File: src/rtl/vga_pkg.sv
// Package: vga_pkg
// Purpose : Shared timing constants and helpers for the VGA raster engine.
//   vgaMode_t        - one complete raster mode (sync/back/active/front, H and V)
//   MODE_640X480_60  - default mode (800 x 525 total)
//   MODE_800X600_72  - alternate mode (1040 x 666 total)
//   tapIdx_e         - bit positions inside the {req,hs,vs} delay-line word
//   spanTotal()      - total period of one axis
package vga_pkg;

    typedef struct packed {
        logic [15:0] hSync;
        logic [15:0] hBack;
        logic [15:0] hAct;
        logic [15:0] hFront;
        logic [15:0] vSync;
        logic [15:0] vBack;
        logic [15:0] vAct;
        logic [15:0] vFront;
    } vgaMode_t;

    localparam vgaMode_t MODE_640X480_60 = '{
        hSync: 16'd96,  hBack: 16'd48, hAct: 16'd640, hFront: 16'd16,
        vSync: 16'd2,   vBack: 16'd33, vAct: 16'd480, vFront: 16'd10
    };

    localparam vgaMode_t MODE_800X600_72 = '{
        hSync: 16'd120, hBack: 16'd64, hAct: 16'd800, hFront: 16'd56,
        vSync: 16'd6,   vBack: 16'd23, vAct: 16'd600, vFront: 16'd37
    };

    localparam int TAP_W = 3;

    typedef enum int {
        TAP_VS  = 0,
        TAP_HS  = 1,
        TAP_VLD = 2
    } tapIdx_e;

    function automatic int spanTotal(input int syncLen, input int backLen,
                                     input int actLen, input int frontLen);
        return syncLen + backLen + actLen + frontLen;
    endfunction

endpackage

File: src/rtl/vga_delay_line.sv
// Module : vga_delay_line
// Purpose: W-bit shift register of depth D; D=0 is a plain wire.
// Ports  :
//   iCLK   in  1  clock
//   iRST   in  1  asynchronous active-high reset, clears every stage
//   iData  in  W  word entering the line
//   oData  out W  iData delayed by D cycles
module vga_delay_line #(
    parameter int W = 1,
    parameter int D = 1
) (
    input  logic         iCLK,
    input  logic         iRST,
    input  logic [W-1:0] iData,
    output logic [W-1:0] oData
);

    generate
        if (D == 0) begin : gPass
            assign oData = iData;
        end else begin : gPipe
            logic [W-1:0] pipe [D];

            always_ff @(posedge iCLK or posedge iRST) begin
                if (iRST) begin
                    for (int i = 0; i < D; i++) begin
                        pipe[i] <= '0;
                    end
                end else begin
                    pipe[0] <= iData;
                    for (int i = 1; i < D; i++) begin
                        pipe[i] <= pipe[i-1];
                    end
                end
            end

            assign oData = pipe[D-1];
        end
    endgenerate

endmodule

File: src/rtl/vga_timing_engine.sv
// Module : vga_timing_engine
// Purpose: Parametrised VGA raster generator. Produces pixel coordinates for
//          the host, accepts its colour DATA_LAT cycles later, and delivers
//          colour, syncs and blank to the DAC on the same clock.
// Ports  :
//   iCLK                in  1       pixel clock
//   iRST                in  1       asynchronous active-high reset
//   iRed/iGreen/iBlue   in  COLOR_W host colour for coordinate issued DATA_LAT cycles earlier
//   oCoord_X/oCoord_Y   out CNT_W   visible-area column/row (held outside visible area)
//   oReq                out 1       coordinate is inside the visible area
//   oFrame_Start        out 1       pulse with the H=0,V=0 coordinate
//   oLine_Start         out 1       pulse with every H=0 coordinate
//   oFrame_Cnt          out 16      completed frames (wrapping)
//   oVGA_R/G/B          out COLOR_W DAC colour, 0 while blanked
//   oVGA_H_SYNC/V_SYNC  out 1       syncs, active level HS_POL/VS_POL
//   oVGA_BLANK          out 1       1 = visible (BLANK_N sense)
//   oVGA_SYNC           out 1       tied 0
//   oVGA_CLOCK          out 1       copy of iCLK
module vga_timing_engine
    import vga_pkg::*;
#(
    parameter int COLOR_W  = 10,
    parameter int CNT_W    = 11,
    parameter int H_SYNC   = int'(MODE_640X480_60.hSync),
    parameter int H_BACK   = int'(MODE_640X480_60.hBack),
    parameter int H_ACT    = int'(MODE_640X480_60.hAct),
    parameter int H_FRONT  = int'(MODE_640X480_60.hFront),
    parameter int V_SYNC   = int'(MODE_640X480_60.vSync),
    parameter int V_BACK   = int'(MODE_640X480_60.vBack),
    parameter int V_ACT    = int'(MODE_640X480_60.vAct),
    parameter int V_FRONT  = int'(MODE_640X480_60.vFront),
    parameter bit HS_POL   = 1'b0,
    parameter bit VS_POL   = 1'b0,
    parameter int DATA_LAT = 1
) (
    input  logic               iCLK,
    input  logic               iRST,
    input  logic [COLOR_W-1:0] iRed,
    input  logic [COLOR_W-1:0] iGreen,
    input  logic [COLOR_W-1:0] iBlue,
    output logic [CNT_W-1:0]   oCoord_X,
    output logic [CNT_W-1:0]   oCoord_Y,
    output logic               oReq,
    output logic               oFrame_Start,
    output logic               oLine_Start,
    output logic [15:0]        oFrame_Cnt,
    output logic [COLOR_W-1:0] oVGA_R,
    output logic [COLOR_W-1:0] oVGA_G,
    output logic [COLOR_W-1:0] oVGA_B,
    output logic               oVGA_H_SYNC,
    output logic               oVGA_V_SYNC,
    output logic               oVGA_BLANK,
    output logic               oVGA_SYNC,
    output logic               oVGA_CLOCK
);

    localparam int H_TOT = spanTotal(H_SYNC, H_BACK, H_ACT, H_FRONT);
    localparam int V_TOT = spanTotal(V_SYNC, V_BACK, V_ACT, V_FRONT);

    generate
        if (H_TOT >= (1 << CNT_W)) begin : gHTooWide
            $error("vga_timing_engine: H_TOT does not fit in CNT_W bits");
        end
        if (V_TOT >= (1 << CNT_W)) begin : gVTooWide
            $error("vga_timing_engine: V_TOT does not fit in CNT_W bits");
        end
        if (DATA_LAT < 0 || DATA_LAT > 7) begin : gLatRange
            $error("vga_timing_engine: DATA_LAT must be 0..7");
        end
    endgenerate

    // All boundaries pre-cast so every compare is done at CNT_W.
    localparam logic [CNT_W-1:0] H_LAST  = CNT_W'(H_TOT - 1);
    localparam logic [CNT_W-1:0] V_LAST  = CNT_W'(V_TOT - 1);
    localparam logic [CNT_W-1:0] H_SEND  = CNT_W'(H_SYNC);
    localparam logic [CNT_W-1:0] V_SEND  = CNT_W'(V_SYNC);
    localparam logic [CNT_W-1:0] X0      = CNT_W'(H_SYNC + H_BACK);
    localparam logic [CNT_W-1:0] Y0      = CNT_W'(V_SYNC + V_BACK);
    localparam logic [CNT_W-1:0] X_END   = CNT_W'(H_SYNC + H_BACK + H_ACT);
    localparam logic [CNT_W-1:0] Y_END   = CNT_W'(V_SYNC + V_BACK + V_ACT);

    logic [CNT_W-1:0] hCont;
    logic [CNT_W-1:0] vCont;
    logic             hWrap;
    logic             visible;

    logic             vld_p0;
    logic             hsRaw_p0;
    logic             vsRaw_p0;
    logic [CNT_W-1:0] coordX_p0;
    logic [CNT_W-1:0] coordY_p0;
    logic             frameStart_p0;
    logic             lineStart_p0;
    logic [15:0]      frameCnt_p0;

    logic [TAP_W-1:0] tapIn;
    logic [TAP_W-1:0] tapOut;
    logic             vld_p1;
    logic             hsRaw_p1;
    logic             vsRaw_p1;

    assign hWrap   = (hCont == H_LAST);
    assign visible = (hCont >= X0) && (hCont < X_END) &&
                     (vCont >= Y0) && (vCont < Y_END);

    // ---- raster counters ----
    always_ff @(posedge iCLK or posedge iRST) begin
        if (iRST) begin
            hCont <= '0;
            vCont <= '0;
        end else if (hWrap) begin
            hCont <= '0;
            vCont <= (vCont == V_LAST) ? '0 : vCont + 1'b1;
        end else begin
            hCont <= hCont + 1'b1;
        end
    end

    // ---- stage 0: coordinate, raw syncs and strobes registered from the counters ----
    // The frame counter steps alongside the last pixel of the frame, so it
    // reads as "frames completed" from that cycle onward.
    always_ff @(posedge iCLK or posedge iRST) begin
        if (iRST) begin
            vld_p0        <= 1'b0;
            hsRaw_p0      <= 1'b0;
            vsRaw_p0      <= 1'b0;
            coordX_p0     <= '0;
            coordY_p0     <= '0;
            frameStart_p0 <= 1'b0;
            lineStart_p0  <= 1'b0;
            frameCnt_p0   <= '0;
        end else begin
            vld_p0        <= visible;
            hsRaw_p0      <= (hCont < H_SEND);
            vsRaw_p0      <= (vCont < V_SEND);
            frameStart_p0 <= (hCont == '0) && (vCont == '0);
            lineStart_p0  <= (hCont == '0);
            if (visible) begin
                coordX_p0 <= hCont - X0;
                coordY_p0 <= vCont - Y0;
            end
            if (hWrap && (vCont == V_LAST)) begin
                frameCnt_p0 <= frameCnt_p0 + 16'd1;
            end
        end
    end

    assign oCoord_X     = coordX_p0;
    assign oCoord_Y     = coordY_p0;
    assign oReq         = vld_p0;
    assign oFrame_Start = frameStart_p0;
    assign oLine_Start  = lineStart_p0;
    assign oFrame_Cnt   = frameCnt_p0;

    // ---- stage 1: control bits wait DATA_LAT cycles for the host colour ----
    always_comb begin
        tapIn          = '0;
        tapIn[TAP_VLD] = vld_p0;
        tapIn[TAP_HS]  = hsRaw_p0;
        tapIn[TAP_VS]  = vsRaw_p0;
    end

    vga_delay_line #(
        .W (TAP_W),
        .D (DATA_LAT)
    ) uDelay (
        .iCLK  (iCLK),
        .iRST  (iRST),
        .iData (tapIn),
        .oData (tapOut)
    );

    assign vld_p1   = tapOut[TAP_VLD];
    assign hsRaw_p1 = tapOut[TAP_HS];
    assign vsRaw_p1 = tapOut[TAP_VS];

    // ---- stage 2: DAC output register ----
    // This register is the final of the DATA_LAT+1 alignment cycles: it
    // captures the host colour in the same cycle the matching control bits
    // leave the delay line, so colour, blank and syncs switch together.
    always_ff @(posedge iCLK or posedge iRST) begin
        if (iRST) begin
            oVGA_R      <= '0;
            oVGA_G      <= '0;
            oVGA_B      <= '0;
            oVGA_BLANK  <= 1'b0;
            oVGA_H_SYNC <= ~HS_POL;
            oVGA_V_SYNC <= ~VS_POL;
        end else begin
            oVGA_R      <= vld_p1 ? iRed   : '0;
            oVGA_G      <= vld_p1 ? iGreen : '0;
            oVGA_B      <= vld_p1 ? iBlue  : '0;
            oVGA_BLANK  <= vld_p1;
            oVGA_H_SYNC <= hsRaw_p1 ~^ HS_POL;
            oVGA_V_SYNC <= vsRaw_p1 ~^ VS_POL;
        end
    end

    assign oVGA_SYNC  = 1'b0;
    assign oVGA_CLOCK = iCLK;

endmodule

File: config.mk
export PLATFORM = sky130hd
export DESIGN_NAME = vga_timing_engine
export DESIGN_NICKNAME = d
export VERILOG_FILES = /design/src/rtl/vga_pkg.sv /design/src/rtl/vga_delay_line.sv /design/src/rtl/vga_timing_engine.sv
export SDC_FILE = /design/constraint.sdc
export NUM_CORES = 1
export LEC_CHECK = 0
export CAP_MARGIN = 10
export CORE_ASPECT_RATIO = 0.9
export CORE_UTILIZATION = 51
export CTS_BUF_LIST = sky130_fd_sc_hd__clkbuf_8
export DETAILED_ROUTE_END_ITERATION = 8
export PLACE_DENSITY = 0.93
export SLEW_MARGIN = 20
export SYNTH_ARGS = -nofsm -noshare
export SYNTH_HDL_FRONTEND = slang
export SYNTH_SLANG_ARGS = --single-unit
File: constraint.sdc
create_clock -name iCLK -period 4.28 [get_ports iCLK]
set_clock_uncertainty 0.05 [all_clocks]
set_input_delay 1.284 -clock iCLK [delete_from_list [all_inputs] [get_ports iCLK]]
set_output_delay 1.284 -clock iCLK [all_outputs]
set_load 0.05 [all_outputs]
==> results by group <==
GRT
  • Number of global-route vias before repair: 3070
  • Aggregate global-route resource usage: between 20% and 30%
  • Maximum number of pins on one net before global-route repair: 66
  • Global route overflow: 0
  • Wire length of the first global-routing pass: around 15 mm
  • Antenna violations before repair: 0

Setup path
  • End of the worst register-to-register path: oCoord_Y[2]
  • Largest fanout on the critical path: 2
  • Startpoint of the worst register-to-register path: hCont[5]
  • Worst Path Class, Setup: clk2out
  • Worst Path Arrival: between 2 and 3 ns
  • Worst-case reg-to-reg path depth: 7
  • Register-to-Register Setup Slack: ~1.4 ns
  • Worst Setup End Kind: output pin
  • Nature of the critical path startpoint: clock port
  • Data required time at the worst endpoint: 2.95 ns
  • Launching instance or port of the critical path: iCLK
  • End of the critical path: oVGA_CLOCK

Final layout
  • Final standard cell area without fillers: roughly 5800 µm²
  • Area Overhead vs Synth: 30.01%
  • Antenna diode instance count: 0
  • Ratio of cells with drive above 1 in the final layout: a little under an eighth
  • Net total in the final layout: roughly 510
  • FILL cells: ~570

Clock network
  • CTS hold repair buffers: 0
  • Post-CTS Setup Repair Bufs: 0
  • Worst skew pair latency: around 0.48 ns
  • Cells resized by post-CTS repair: 1
  • Clock tree from TritonCTS: built
  • Clock input transition at the sequential cells of the worst setup and hold paths: 0.09 ns

Detailed routing
  • Routed Antenna Nets: 0
  • Number of DRC violations after detailed-routing iteration 0: 249
  • DRC Markers: 0
  • WL/cell: ~16 µm
  • Average via count per standard cell: approximately 5.4
  • Routed wire length: 9.394 mm
  • Pre-Repair DR Iteration Count: 4
  • Via count: ~3200

Run status
  • Result of the run: complete, no violations

Synth
  • Most used flip-flop cell after synthesis: dfrtp_1
  • Synthesized netlist net count: 413
  • Cell area after synthesis: between 4000 and 5000 µm²
  • Post-synthesis cell count: 372
  • Avg Inst Size Synth: approximately 12 µm²
  • Async SR Flop Fraction: between 90% and 100%
  • Sequential cell area fraction in the yosys report: a little under three fifths
  • YS warnings: 0
  • Post-synthesis sequential element count: about 100
  • Distinct cells, synth: 46
  • Number of enable flip-flop cells after synthesis: 0

Die
  • Chip height: around 91 µm
  • Die X-Extent: around 100 µm
  • Io pins: 108
  • Full die area: around 9100 µm²
  • Std cell rows: 31
  • Effective utilization at floorplan: 53.75%
  • Floorplan core area: between 8000 and 9000 µm²

Timing
  • TNS Setup: 0 ns
  • # setup viols final: 0
  • Worst-margin pin slew: approximately 0.93 ns
  • RSZ-0062 raised after global routing: false
  • Final number of max-transition violations: 0
  • Number of hold violations in the final report: 0
  • Worst rel slew slack: 37.56%

Place
  • Routability-driven placement congestion ratio: about 0.97
  • Placement-stage cell area: between 5000 and 6000 µm²
  • Port Buffer Count: 106
  • Estimated wirelength of the detail-placed design: roughly 6.6 mm

Hold path
  • Hold WC Path Type: reg2reg

Power and ir drop
  • Max VDD drop: roughly 0.16 mV
  • Leakage power of the design: 0.002697 µW
  • Total power per unit cell area: 293.2 nW/µm²

Job
  • Max-cap viol count: 0
[synthesized netlist by cell type (2+ instances only)]
library cell,count,share of area (%)
a211oi_1,2,0.34
a21o_1,2,0.34
a21oi_1,5,0.56
and2_1,33,4.6
and3_1,5,0.70
and4_1,4,0.79
buf_2,7,0.79
buf_4,5,0.85
clkbuf_1,7,0.59
clkbuf_2,3,0.34
dfrtp_1,99,56
dfstp_2,2,1.2
ha_1,9,2.5
inv_1,12,1.0
mux2_2,22,5.6
mux2i_1,2,0.45
nand2_1,15,1.3
nand3_1,18,2.0
nand4_1,9,1.3
nor2_1,17,1.4
nor3_1,6,0.68
nor4_1,17,2.4
nor4_4,2,0.96
o21ai_0,8,0.90
or2_2,2,0.28
or3_1,2,0.28
xnor2_1,13,2.6
xor2_1,26,5.1
[worst min path at each step]
stage,startpoint,endpoint,cells past startpoint
finish,uDelay.oData[1],oVGA_H_SYNC,1
global route,vsRaw_p0,uDelay.oData[0],0
CTS,uDelay.oData[1],oVGA_H_SYNC,1
detailed placement,hsRaw_p0,uDelay.oData[1],0
global placement,hsRaw_p0,uDelay.oData[1],0
floorplan,vsRaw_p0,uDelay.oData[0],0
[report_power, final]
| group | switching, µW | total [µW] | internal (µW) |
|---|---|---|---|
| clock | 401 | 690 | 289 |
| sequential | 0 | 954 | 954 |
| combinational | 23.2 | 49.6 | 26.4 |
| total | 424 | 1690 | 1270 |
[sequential cells by signal (all words and copies together) (netlist names)]
register and cells:
vsRaw_p0 1, oVGA_BLANK 1, oVGA_H_SYNC 1, oCoord_Y 11, uDelay.oData 3, oVGA_V_SYNC 1, oLine_Start 1, oFrame_Start 1
oVGA_R 10, vCont 11, oVGA_B 10, oVGA_G 10, hsRaw_p0 1, oCoord_X 11, hCont 11, oReq 1
oFrame_Cnt 16
[worst max-delay path: stages]
cell	delay, ns
clkbuf_8	0.11
clkbuf_8	0.12
dlygate4sd2_1	0.42
[through the flow]
| stage | setup WS, ns | std cells | util [%] | hold slack (ns) | power, µW |
|---|---|---|---|---|---|
| 5_1_grt | 0.1445 | 591 | 69.88 | 0.3315 | 1762 |
| 3_3_place_gp | 0.1339 | 572 | 67.18 | 0.2863 | 1077 |
| 6_report | 0.1546 | 591 | 69.88 | 0.3040 | 1693 |
| 4_1_cts | 0.1505 | 591 | 69.88 | 0.3063 | 1710 |
| 3_5_place_dp | 0.1339 | 572 | 67.18 | 0.2847 | 1077 |
| 2_1_floorplan | 0.3022 | 372 | - | 0.2812 | 1039 |
[routing by layer]
layer | up-vias | wire length (µm) | track usage (%)
li1 | 1475 | - | -
met1 | 1549 | 4224 | 29.61
met2 | 142 | 4277 | 33.39
met3 | 14 | 728 | 6.579
met4 | 0 | 163 | 10.14
met5 | - | 0 | 0
[kinds of logic after synthesis]
kind of cell | Yosys count | synth area share (%)
xor+xnor | 39 | 7.692
flops | 101 | 56.97
mux | 25 | 6.284
compound gates | 22 | 3.156
simple gates | 140 | 19.44
fa+ha+maj | 9 | 2.536
other cells | 1 | 0.08445
buf+inv | 35 | 3.832
[final cells by class]
cell class              count  area (µm²)  area share, %
clock buffers              13       173.9          3.013
clock inverters             7       58.81          1.019
inverters                  12       47.55         0.8236
multi-input cells         236        1740          30.15
flip-flops and latches    101        2530          43.82
well taps                 115       143.9          2.492
repair buffers            107        1079          18.68
[cell usage in the layout (no fill, tap or decap), types with 4 or more instances in the layout]
master	synthesis	final
a21oi_1	5	5
and2_1	33	33
and3_1	5	5
and4_1	4	4
clkbuf_8	0	12
clkdlybuf4s50_1	0	105
dfrtp_1	99	99
ha_1	9	9
inv_1	12	11
mux2_2	22	22
nand2_1	15	15
nand3_1	18	18
nand4_1	9	9
nor2_1	17	17
nor3_1	6	6
nor4_1	17	17
o21ai_0	8	8
xnor2_1	13	13
xor2_1	26	26
Power figures use the tool's default switching activity.
